**config.mk**
```make
export PLATFORM = sky130hd
export DESIGN_NAME = fan_speed_ctrl
export DESIGN_NICKNAME = d
export VERILOG_FILES = /design/src/rtl/fan_ctrl_pkg.sv /design/src/rtl/fan_speed_ctrl_dwell_filter.sv /design/src/rtl/fan_speed_ctrl.sv
export SDC_FILE = /design/constraint.sdc
export NUM_CORES = 1
export LEC_CHECK = 0
export ABC_AREA = 1
export ABC_CLOCK_PERIOD_IN_PS = 2870
export CAP_MARGIN = 20
export CORE_ASPECT_RATIO = 1.4
export CORE_UTILIZATION = 40
export DETAILED_ROUTE_END_ITERATION = 12
export PLACE_DENSITY = 0.62
export SETUP_SLACK_MARGIN = 0.2
export SYNTH_ARGS = -nofsm -noshare
export SYNTH_HDL_FRONTEND = slang
export SYNTH_SLANG_ARGS = --single-unit
```
**constraint.sdc**
```tcl
create_clock -name clk -period 2.87 [get_ports clk]
set_clock_uncertainty 0.15 [all_clocks]
set_input_delay 0.4305 -clock clk [delete_from_list [all_inputs] [get_ports clk]]
set_output_delay 0.4305 -clock clk [all_outputs]
set_load 0.005 [all_outputs]
```
**src/rtl/fan_ctrl_pkg.sv**
```systemverilog
// Shared types and default thresholds for the fan speed control loop.
package fan_ctrl_pkg;

    localparam int unsigned TEMP_W = 7;
    localparam int unsigned CNT_W  = 4;

    localparam int unsigned DEF_T_LOW_ON  = 40;
    localparam int unsigned DEF_T_MED_ON  = 60;
    localparam int unsigned DEF_T_HIGH_ON = 80;
    localparam int unsigned DEF_HYST      = 5;
    localparam int unsigned DEF_T_CRIT    = 100;
    localparam int unsigned DEF_DWELL     = 4;

    typedef enum logic [1:0] {OFF, LOW, MED, HIGH} fan_speed_t;
    typedef enum logic [1:0] {NONE, UP, DOWN, CLR} dir_t;

endpackage

```
**src/rtl/fan_speed_ctrl_dwell_filter.sv**
```systemverilog
// Consecutive-sample dwell filter: fires once DWELL valid samples in a row
// request the same direction.
module dwell_filter
    import fan_ctrl_pkg::*;
#(
    parameter int unsigned DWELL = DEF_DWELL
) (
    input  logic             clk,
    input  logic             n_rst,
    input  logic             valid_i,
    input  logic             flush_i,
    input  dir_t             dir_i,
    output logic             fire_c,
    output logic [CNT_W-1:0] count_o
);

    localparam logic [CNT_W-1:0] DWELL_C = CNT_W'(DWELL);

    dir_t             dir_q, dir_d;
    logic [CNT_W-1:0] cnt_q, cnt_d;

    // Next count/direction; a fire returns the filter to idle in the same edge.
    always_comb begin
        dir_d  = dir_q;
        cnt_d  = cnt_q;
        fire_c = 1'b0;
        if (valid_i) begin
            if (flush_i || dir_i == NONE) begin
                dir_d = NONE;
                cnt_d = '0;
            end else begin
                dir_d = dir_i;
                if (dir_i == dir_q) begin
                    cnt_d = (cnt_q >= DWELL_C) ? DWELL_C : cnt_q + CNT_W'(1);
                end else begin
                    cnt_d = CNT_W'(1);
                end
                if (cnt_d == DWELL_C) begin
                    fire_c = 1'b1;
                    cnt_d  = '0;
                    dir_d  = NONE;
                end
            end
        end
    end

    always_ff @(posedge clk or negedge n_rst) begin
        if (!n_rst) begin
            dir_q <= NONE;
            cnt_q <= '0;
        end else begin
            dir_q <= dir_d;
            cnt_q <= cnt_d;
        end
    end

    assign count_o = cnt_q;

endmodule

```
**src/rtl/fan_speed_ctrl.sv**
```systemverilog
// Fan speed FSM with threshold hysteresis, dwell filtering and a critical
// temperature override that forces HIGH and raises overheat.
module fan_speed_ctrl
    import fan_ctrl_pkg::*;
#(
    parameter int unsigned T_LOW_ON  = DEF_T_LOW_ON,
    parameter int unsigned T_MED_ON  = DEF_T_MED_ON,
    parameter int unsigned T_HIGH_ON = DEF_T_HIGH_ON,
    parameter int unsigned HYST      = DEF_HYST,
    parameter int unsigned T_CRIT    = DEF_T_CRIT,
    parameter int unsigned DWELL     = DEF_DWELL
) (
    input  logic              clk,
    input  logic              n_rst,
    input  logic [TEMP_W-1:0] temperature,
    input  logic              temp_valid,
    output logic [1:0]        fan_speed,
    output logic              speed_chg,
    output logic              overheat,
    output logic [CNT_W-1:0]  dwell_cnt
);

    // Step-down thresholds are fixed at elaboration.
    localparam logic [TEMP_W-1:0] LOW_ON   = TEMP_W'(T_LOW_ON);
    localparam logic [TEMP_W-1:0] MED_ON   = TEMP_W'(T_MED_ON);
    localparam logic [TEMP_W-1:0] HIGH_ON  = TEMP_W'(T_HIGH_ON);
    localparam logic [TEMP_W-1:0] CRIT_ON  = TEMP_W'(T_CRIT);
    localparam logic [TEMP_W-1:0] LOW_OFF  = TEMP_W'(T_LOW_ON - HYST);
    localparam logic [TEMP_W-1:0] MED_OFF  = TEMP_W'(T_MED_ON - HYST);
    localparam logic [TEMP_W-1:0] HIGH_OFF = TEMP_W'(T_HIGH_ON - HYST);
    localparam logic [TEMP_W-1:0] CRIT_OFF = TEMP_W'(T_CRIT - HYST);

    fan_speed_t        speed_q, speed_d;
    logic              overheat_q, overheat_d;
    logic              speed_chg_q, speed_chg_d;
    logic [TEMP_W-1:0] up_thr_c, dn_thr_c;
    logic              has_up_c, has_dn_c;
    logic              crit_c;
    logic              fire_c;
    dir_t              dir_c;

    // Per-state thresholds; saturated ends have no direction in that sense.
    always_comb begin
        up_thr_c = LOW_ON;
        dn_thr_c = '0;
        has_up_c = 1'b1;
        has_dn_c = 1'b1;
        case (speed_q)
            OFF: begin
                up_thr_c = LOW_ON;
                has_dn_c = 1'b0;
            end
            LOW: begin
                up_thr_c = MED_ON;
                dn_thr_c = LOW_OFF;
            end
            MED: begin
                up_thr_c = HIGH_ON;
                dn_thr_c = MED_OFF;
            end
            HIGH: begin
                has_up_c = 1'b0;
                dn_thr_c = HIGH_OFF;
            end
        endcase
    end

    assign crit_c = (temperature >= CRIT_ON);

    // While overheated only the recovery direction can build up dwell.
    always_comb begin
        dir_c = NONE;
        if (overheat_q) begin
            if (temperature < CRIT_OFF) dir_c = CLR;
        end else if (has_up_c && temperature >= up_thr_c) begin
            dir_c = UP;
        end else if (has_dn_c && temperature < dn_thr_c) begin
            dir_c = DOWN;
        end
    end

    dwell_filter #(
        .DWELL (DWELL)
    ) u_dwell (
        .clk     (clk),
        .n_rst   (n_rst),
        .valid_i (temp_valid),
        .flush_i (crit_c),
        .dir_i   (dir_c),
        .fire_c  (fire_c),
        .count_o (dwell_cnt)
    );

    always_comb begin
        speed_d     = speed_q;
        overheat_d  = overheat_q;
        speed_chg_d = 1'b0;
        if (temp_valid) begin
            if (crit_c) begin
                speed_d    = HIGH;
                overheat_d = 1'b1;
            end else if (fire_c) begin
                case (dir_c)
                    UP:      speed_d = fan_speed_t'(speed_q + 2'd1);
                    DOWN:    speed_d = fan_speed_t'(speed_q - 2'd1);
                    CLR:     overheat_d = 1'b0;
                    default: ;
                endcase
            end
            speed_chg_d = (speed_d != speed_q);
        end
    end

    always_ff @(posedge clk or negedge n_rst) begin
        if (!n_rst) begin
            speed_q     <= OFF;
            overheat_q  <= 1'b0;
            speed_chg_q <= 1'b0;
        end else begin
            speed_q     <= speed_d;
            overheat_q  <= overheat_d;
            speed_chg_q <= speed_chg_d;
        end
    end

    assign fan_speed = speed_q;
    assign overheat  = overheat_q;
    assign speed_chg = speed_chg_q;

endmodule

```
Word-level counts from Yosys, hierarchy flattened
Cells that the tools add are included.
Operators by class
  add/subtract/negate cells: 3
  magnitude comparators: 5
  equality and inequality tests: 9
  mux-type cells: 27
  reduce and logical (&&, ||, !) cells: 8
Operator list (count)
  4-bit 2-to-1 mux: 6
  7-bit case mux with 3 select lines: 1
  2-bit 2-to-1 mux: 9
  7-bit case mux with 2 select lines: 1
  1-bit 2-to-1 mux: 9
  2-bit == test, second input constant: 4
  7-bit >= comparator: 1
  7-bit >= comparator, second input constant: 1
  7-bit < comparator: 1
  7-bit < comparator, second input constant: 1
  4-bit by 1-bit adder with 4-bit output, second input constant: 1
  2-bit by 1-bit == test with 1-bit output, second input constant: 2
  4-bit by 3-bit == test with 1-bit output, second input constant: 1
  4-bit by 3-bit >= comparator with 1-bit output, second input constant: 1
  2-bit zero test: 2
  2-bit case mux with 2 select lines: 1
  2-bit nonzero test: 2
  3-bit AND reduction: 1
  2-bit by 1-bit adder with 2-bit output, second input constant: 1
  2-bit == test: 1
  1-bit logical AND: 2
  2-bit != test: 1
  2-bit by 1-bit subtractor with 2-bit output, second input constant: 1
  1-bit logical OR: 1
Word-level totals
  register bits: 10
  input bits: 10
  output and inout port bits: 8

Depth between registers and ports, before layout
Gate-level depths: netlist of the first run.
  word-level depth: 20
  depth in mapped cells: 23
  gate-level depth less buffers: 23

Modules after synthesis
From an unflattened synthesis of the first run, not the netlist that was laid out.
Unflattened totals
  cells, all modules: 171
  area total of the unflattened synthesis: 1108.6 sq um
By module, submodules not included
  fan_speed_ctrl: instances 1, cells an instance 114, area an instance 738.2 sq um
  dwell_filter: instances 1, cells an instance 57, area an instance 370.4 sq um

Least setup slack after synthesis of the first run
Ideal clock, no wire load.
  kind: register -> register
  from: register speed_q[0], in the netlist fan_speed[0]
  to: register speed_chg_q, in the netlist speed_chg
  arrival time: 2.915 ns
  data required time: 2.599 ns
  slack: -0.316 ns
  cell stages (with the launch flop): 22
  buffers on the path: 0
  clock period less this slack: 3.186 ns
  path through: dfrtp_1 inv_1 ha_1 inv_1 ha_1 a21oi_1 nand2_1 nand2_1 nand2_1 nor2_1 nand3_2 nand2_2 inv_1 ha_1 nor3_1 nand4_2 nand2_1 nand3_1 nand2_1 nand2_1 nor2_1 nor2_1
On the way
  word-level cells in the longest chain between the ends: 20
RTL lines
  from (decl): line fan_speed_ctrl.sv:33  | fan_speed_t speed_q, speed_d;
  from (signal assigned): line fan_speed_ctrl.sv:120  | speed_q <= speed_d;
  2-bit == test or 2-bit by 1-bit == test with 1-bit output (tied branches): line fan_speed_ctrl.sv:48  | case (speed_q)
  7-bit case mux with 3 select lines: line fan_speed_ctrl.sv:48
  7-bit < comparator: line fan_speed_ctrl.sv:77  | end else if (has_dn_c && temperature < dn_thr_c) begin
  1-bit logical AND: line fan_speed_ctrl.sv:77
  2-bit 2-to-1 mux: line fan_speed_ctrl.sv:77
  2-bit 2-to-1 mux: line fan_speed_ctrl.sv:75  | end else if (has_up_c && temperature >= up_thr_c) begin
  2-bit 2-to-1 mux: line fan_speed_ctrl.sv:73  | if (overheat_q) begin
  2-bit == test: line fan_speed_ctrl_dwell_filter.sv:33  | if (dir_i == dir_q) begin
  [... 5 more ...]
  1-bit 2-to-1 mux: line fan_speed_ctrl_dwell_filter.sv:28  | if (flush_i || dir_i == NONE) begin
  1-bit 2-to-1 mux: line fan_speed_ctrl_dwell_filter.sv:27  | if (valid_i) begin
  2-bit 2-to-1 mux: line fan_speed_ctrl.sv:102  | end else if (fire_c) begin
  2-bit 2-to-1 mux: line fan_speed_ctrl.sv:99  | if (crit_c) begin
  2-bit 2-to-1 mux: line fan_speed_ctrl.sv:98  | if (temp_valid) begin
  2-bit != test (*): line fan_speed_ctrl.sv:110  | speed_chg_d = (speed_d != speed_q);
  1-bit 2-to-1 mux (*): line fan_speed_ctrl.sv:98
  named net speed_chg_d: line fan_speed_ctrl.sv:35  | logic speed_chg_q, speed_chg_d;
  to (signal assigned): line fan_speed_ctrl.sv:122  | speed_chg_q <= speed_chg_d;
  to (decl): line fan_speed_ctrl.sv:35
Mark *: on every way through the listed nets, which the timed path passes. The rest lies on a longest branch. The select of a mux whose other input is x is not followed.
A chain may end at the register's enable or synchronous reset.

Worst setup path after layout of the first run
Ends and elaborated chain as after synthesis.

==> results.md, run 1 <==
* Leak Pwr at 0.9058 nW
* Layout cells sized above 1 at 0.4238
* Fin worst setup slack at -0.08389 ns
* Hold-fix buffers, CTS at 0
* R2r worst-path depth at 20
* Sequential area share after synthesis at 0.2320
* Core Util, Final at 0.7442
* Part of the cycle the worst path needs at 1.029
* Design Area, Final at 1838 um^2
* CTS tree: done
* # IOs at 18
* Crit path max fanout at 4
* Rel. slew slack at 0.6699
* Vias in the first global route at 1242
* RSZ-0062 raised after global routing: yes
* Tmin final at between 2 and 3 ns
* Most common cell in the netlist: nand2_1
* Vias at 1190
* Setup TNS at -0.1204 ns
* Longest Clk Path Bufs at 2
* Most frequent cells after synthesis: nand2_1, inv_1, ha_1, nor2_1, dfrtp_1
* Worst EP required at 2.87 ns
* Post-synth EDFFs at 0
* Die Y at 63.44 um
* Peak Freq at between 300 and 400 MHz
* Worst vdd ir at 0.3779 mV
* Max-cap violations at 0
* CTS Root Cell: clkbuf_4
* Die area at 2911 um^2
* Die width at approximately 46 um
* Fill count at 202
* Routed WL per cell at between 10 and 15 um
* Cell count after synthesis at 156
* Synth top area cells: dfrtp_1, ha_1, nand2_1, inv_1, nor2_1
* Post-synthesis async set-or-reset flop share at 1.000
* Synth Warn # at 0
* R2r endpoint: speed_chg
* Initial Utilization at 0.4367
* Final Hold Fails at 0
* Final ANT Viol Nets at 0
* Worst hold path type: in2async
* Drc violations at 0
* Count of input and output buffers at 17
* Gpl congestion at ~0.85
* Initial antenna violation count at 0
* Worst-Skew Late Latency at roughly 0.27 ns
* Vias/cell at between 4 and 5
* Pins Over Slew Limit at 0
* Setup crit start kind: flip-flop
* Failing checks: negative setup slack
* Top FF cell, synth: dfrtp_1
* CTS sink count at 10
* Pre-CTS WS at -0.5151 ns
* Core area at 2470 um^2
* Crit. End Element: flip-flop
* Syn nets at roughly 190
* Final wirelength at about 3100 um
* Status: finished with violations
* CP Class: reg2reg
* Total congestion overflow at 0
* Area leader, netlist: dfrtp_1
* Pin count of the biggest net entering global routing at 11
* N_diodes at 0
* Worst Tran Pin Value at 0.4936 ns
* Synth cell types at 23
* Clk slew on worst S/H paths at 0.07 ns
* Hpwl dp at 2427 um
* H-tree depth at 1
* Worst r2r src: fan_speed[0]
* Yosys reg bits at 10
* Worst reg2reg setup slack at -0.08 ns
* Syn avg cell area at 6.914 um^2
* First-pass GRT wire length at 5140 um
* # setup viols final at 2
* Pre-antenna DRT Iters at 4
* Mapped cell area at 1079 um^2
* Area Overhead vs Synth at 70.42%
* WP data arrival at just under 3 ns
* Nets at 240
* Share of the synthesized area in the top cell type at 0.2320
* CTS buffer count at 3
* Cell row count at 21
* Total GRT Usage at 0.2402
* Pwr dens at slightly above 400 nW/um^2
* Placement Cell Area at 1582 um^2
* Iter 0 DRT Violations at 29
* Final Hold Slack at around 0.34 ns
==> critical path: stages (launching register included) <==
cell	delay (ns)
dfrtp_1	0.41
inv_2	0.10
ha_4	0.29
inv_4	0.05
ha_4	0.27
nand2_2	0.04
nor2_1	0.09
nand3_1	0.08
nand2_1	0.09
nand2_2	0.09
nand3_4	0.08
nand2_4	0.07
buf_6	0.13
ha_4	0.26
o211ai_1	0.08
o21ai_1	0.09
nand4_1	0.15
nand4_1	0.13
nand2_1	0.05
nor2_1	0.10
nor2_1	0.04
==> stage by stage <==
step | instances | total power, mW
2_1_floorplan | 156 | 0.3905
3_3_place_gp | 231 | 0.5285
3_5_place_dp | 231 | 0.5426
4_1_cts | 242 | 0.7147
5_1_grt | 244 | 0.8009
6_report | 244 | 0.7448
==> worst max path at each step <==
stage,start,to,slack [ns],cells past startpoint
after floorplan,fan_speed[0],speed_chg,0.02,21
after global placement,temperature[2],speed_chg,-0.43,20
after detailed placement,temperature[2],speed_chg,-0.52,20
after CTS,fan_speed[0],speed_chg,-0.08,21
after global routing,fan_speed[0],speed_chg,-0.32,20
final,fan_speed[0],speed_chg,-0.08,20
==> cells by family after synthesis <==
logic type,after synthesis,synth area share
flops,10,0.2320
buf+inv,28,0.09861
compound gates,18,0.09630
simple gates,81,0.3527
fa+ha+maj,19,0.2204
==> layer usage <==
layer  part of all wire  track usage  vias up
met5                  0            0        -
met1               0.37       0.2356      557
met4              0.026       0.1287        0
li1                   -            -      610
met2               0.59       0.4560       15
met3              0.018      0.01433        8
==> cell type report <==
cell class                 count  area (um^2)  area share
multi-input combinational    118        953.4      0.5187
clock buffer                   4        36.28     0.01974
inverter                      27        111.4     0.06059
sequential                    10        251.5      0.1368
timing repair buffer          51        442.9      0.2410
tap                           34        42.54     0.02315
==> state kept, by name (all words and copies together) (netlist names) <==
signal and count:
u_dwell.count_o 4, speed_chg 1, u_dwell.dir_q 2, overheat 1, fan_speed 2
==> power by group <==
| group | switching, mW | total [mW] | internal (mW) |
|---|---|---|---|
| sequential | 0.0170 | 0.175 | 0.158 |
| combinational | 0.219 | 0.440 | 0.220 |
| clock | 0.0531 | 0.130 | 0.0771 |
| total | 0.289 | 0.745 | 0.455 |
==> cells in the final DEF (no fill, tap or decap), drive strengths merged <==
master / n
nor2: 17
o32ai: 2
nor3: 3
inv: 27
o21ai: 9
dfrtp: 10
nand2: 46
dlygate4sd2: 1
clkdlybuf4s50: 16
o31ai: 1
a21oi: 4
o211ai: 1
o22ai: 1
nand3: 10
ha: 19
clkbuf: 4
nand4: 5
buf: 34
==> repair_timing <==
| item | CTS | global route |
|---|---|---|
| pin swaps | 25 | 7 |
| setup buffers | 7 | 2 |
| setup endpoints to repair | 9 | 9 |
| gates resized for setup | 24 | 19 |
Note: power is estimated with default switching activity, not from simulation.
==> run 2: changes to the inputs <==
Settings changed: CORE_ASPECT_RATIO 1.4 to 1.2.
==> run 2 against run 1 <==
The run still ends with negative setup slack left. Critical path depth shrank 1. Final area grew 0.54%. Core utilization shrank 2.0 points. Power grew 1.7%. Clock power shrank 5%. Hold slack lost 0.0062 ns. Critical path type is now in2reg. Largest power group unchanged.
==> results.md, run 2 (same netlist as run 1, synthesis figures left out) <==
* Iter 0 DRT Violations at 11
* Area Overhead vs Synth at 71.35%
* Worst-Skew Late Latency at about 0.26 ns
* Pins Over Slew Limit at 0
* Pin count of the biggest net entering global routing at 11
* Worst Tran Pin Value at 0.4477 ns
* # IOs at 18
* Rel. slew slack at 0.7006
* Tmin final at just under 3 ns
* RSZ-0062 raised after global routing: yes
* Failing checks: negative setup slack
* H-tree depth at 1
* Peak Freq at 339.0 MHz
* CTS sink count at 10
* CTS tree: done
* Part of the cycle the worst path needs at 1.028
* Crit path max fanout at 5
* CTS Root Cell: clkbuf_4
* Leak Pwr at 0.8969 nW
* Worst hold path type: in2async
* N_diodes at 0
* Initial Utilization at 0.4225
* Hold-fix buffers, CTS at 0
* Die area at just under 3000 um^2
* Post-Layout Cell Count at 243
* Hpwl dp at between 2000 and 2500 um
* Die Y at 58.88 um
* First-pass GRT wire length at 4816 um
* Fin worst setup slack at -0.07973 ns
* Worst vdd ir at 0.3191 mV
* # setup viols final at 2
* Commonest non-fill, non-tap cell in the layout: nand2_1
* Fill count at roughly 210
* Status: finished with violations
* Number of flip-flops in the largest register at 4
* Layout cells sized above 1 at 0.4429
* Worst EP required at between 2 and 3 ns
* Max-cap violations at 0
* Total congestion overflow at 0
* Gpl congestion at roughly 0.85
* Routed WL per cell at 11.95 um
* Die width at between 40 and 50 um
* Final Hold Slack at 0.3310 ns
* WP data arrival at between 2 and 3 ns
* Vias in the first global route at 1216
* Nets at 240
* Pwr dens at 410.0 nW/um^2
* # placed instances at approximately 230
* Count of input and output buffers at 17
* Longest Clk Path Bufs at 2
* Final Hold Fails at 0
* Core area at 2552 um^2
* Vias/cell at about 5
* Setup crit start kind: input port
* Crit. End Element: flip-flop
* Pre-antenna DRT Iters at 4
* Commonest cells after routing, fill and taps aside: nand2_1, buf_4, clkdlybuf4s50_1
* Clk slew on worst S/H paths at 0.07 ns
* Final wirelength at 2904 um
* Vias at 1181
* R2r worst-path depth at 20
* Drc violations at 0
* Initial antenna violation count at 0
* CTS buffer count at 3
* Final ANT Viol Nets at 0
* Cell row count at 20
* Total GRT Usage at 0.2161
* CP Class: in2reg
* Pre-CTS WS at -0.3491 ns
==> run 2: changes by cell type in the layout (fill, tap and decap cells not counted), sizes merged <==
cell	previous run	this run
clkdlybuf4s50	16	17
dlygate4sd2	1	0
==> run 2: layout make-up <==
type,count,area (um^2),share of cell area
well taps,33,41.29,0.02234
flip-flops and latches,10,251.5,0.1361
inverters,27,116.4,0.06297
multi-input cells,118,965.9,0.5227
clock buffers,4,36.28,0.01963
repair buffers,51,436.7,0.2363
==> run 2: power breakdown <==
group	leakage, nW	switching (mW)	total (mW)	internal (mW)
clock	0.0210	0.0468	0.124	0.0770
sequential	0.122	0.0168	0.175	0.158
combinational	0.754	0.225	0.459	0.234
==> run 2: path summary, 6_finish.rpt <==
path	start	endpoint	slack, ns
max in group asynchronous	n_rst	fan_speed[1]	1.91
min	n_rst	u_dwell.count_o[1]	0.33
max reg2reg	fan_speed[1]	speed_chg	-0.08
min in group clk	u_dwell.count_o[3]	u_dwell.count_o[3]	0.37
max	temperature[2]	speed_chg	-0.08
min reg2reg	u_dwell.count_o[3]	u_dwell.count_o[3]	0.37
==> run 2: routing by layer <==
| metal | wire length (um) | part of all wire | global-route usage |
|---|---|---|---|
| met1 | 1136 | 0.39 | 0.2108 |
| met2 | 1593 | 0.55 | 0.4481 |
| met4 | 77 | 0.027 | 0.1102 |
| met3 | 96 | 0.033 | 0.01550 |
| met5 | 0 | 0 | 0 |
==> run 2: metrics by stage <==
stage          area [um^2]  setup TNS, ns  utilization  total power, mW
6_report              1848       -0.09934       0.7240           0.7576
5_1_grt               1848         -1.029       0.7240           0.8254
4_1_cts               1773       -0.04229       0.6946           0.7209
3_5_place_dp          1588         -1.601       0.6221           0.5400
3_3_place_gp          1588         -1.152       0.6221           0.5332
2_1_floorplan         1186              0            -           0.3905
==> run 2: timing repair <==
item,CTS,global route
resized for setup,29,15
endpoints found under the setup margin,9,9
buffers inserted,7,1
pin swaps,22,22
==> run 2: worst max-delay path, cell delays in order <==
cell,delay [ns]
clkdlybuf4s50_1,0.55
inv_2,0.08
ha_4,0.25
nand2_1,0.05
o21ai_1,0.17
nand3_1,0.09
nand2_1,0.09
nand2_2,0.09
nand2_2,0.10
nand2_4,0.09
ha_4,0.18
nor3_4,0.16
nand4_2,0.15
nand2_1,0.12
nand3_2,0.08
nand2_1,0.07
nand2_1,0.05
nor2_1,0.10
nor2_1,0.05
==> run 3: changes to the inputs <==
Settings changed: SLEW_MARGIN set to 40.
==> results of run 3 <==
The final DEF is identical to that of run 2; final timing and power are the same.
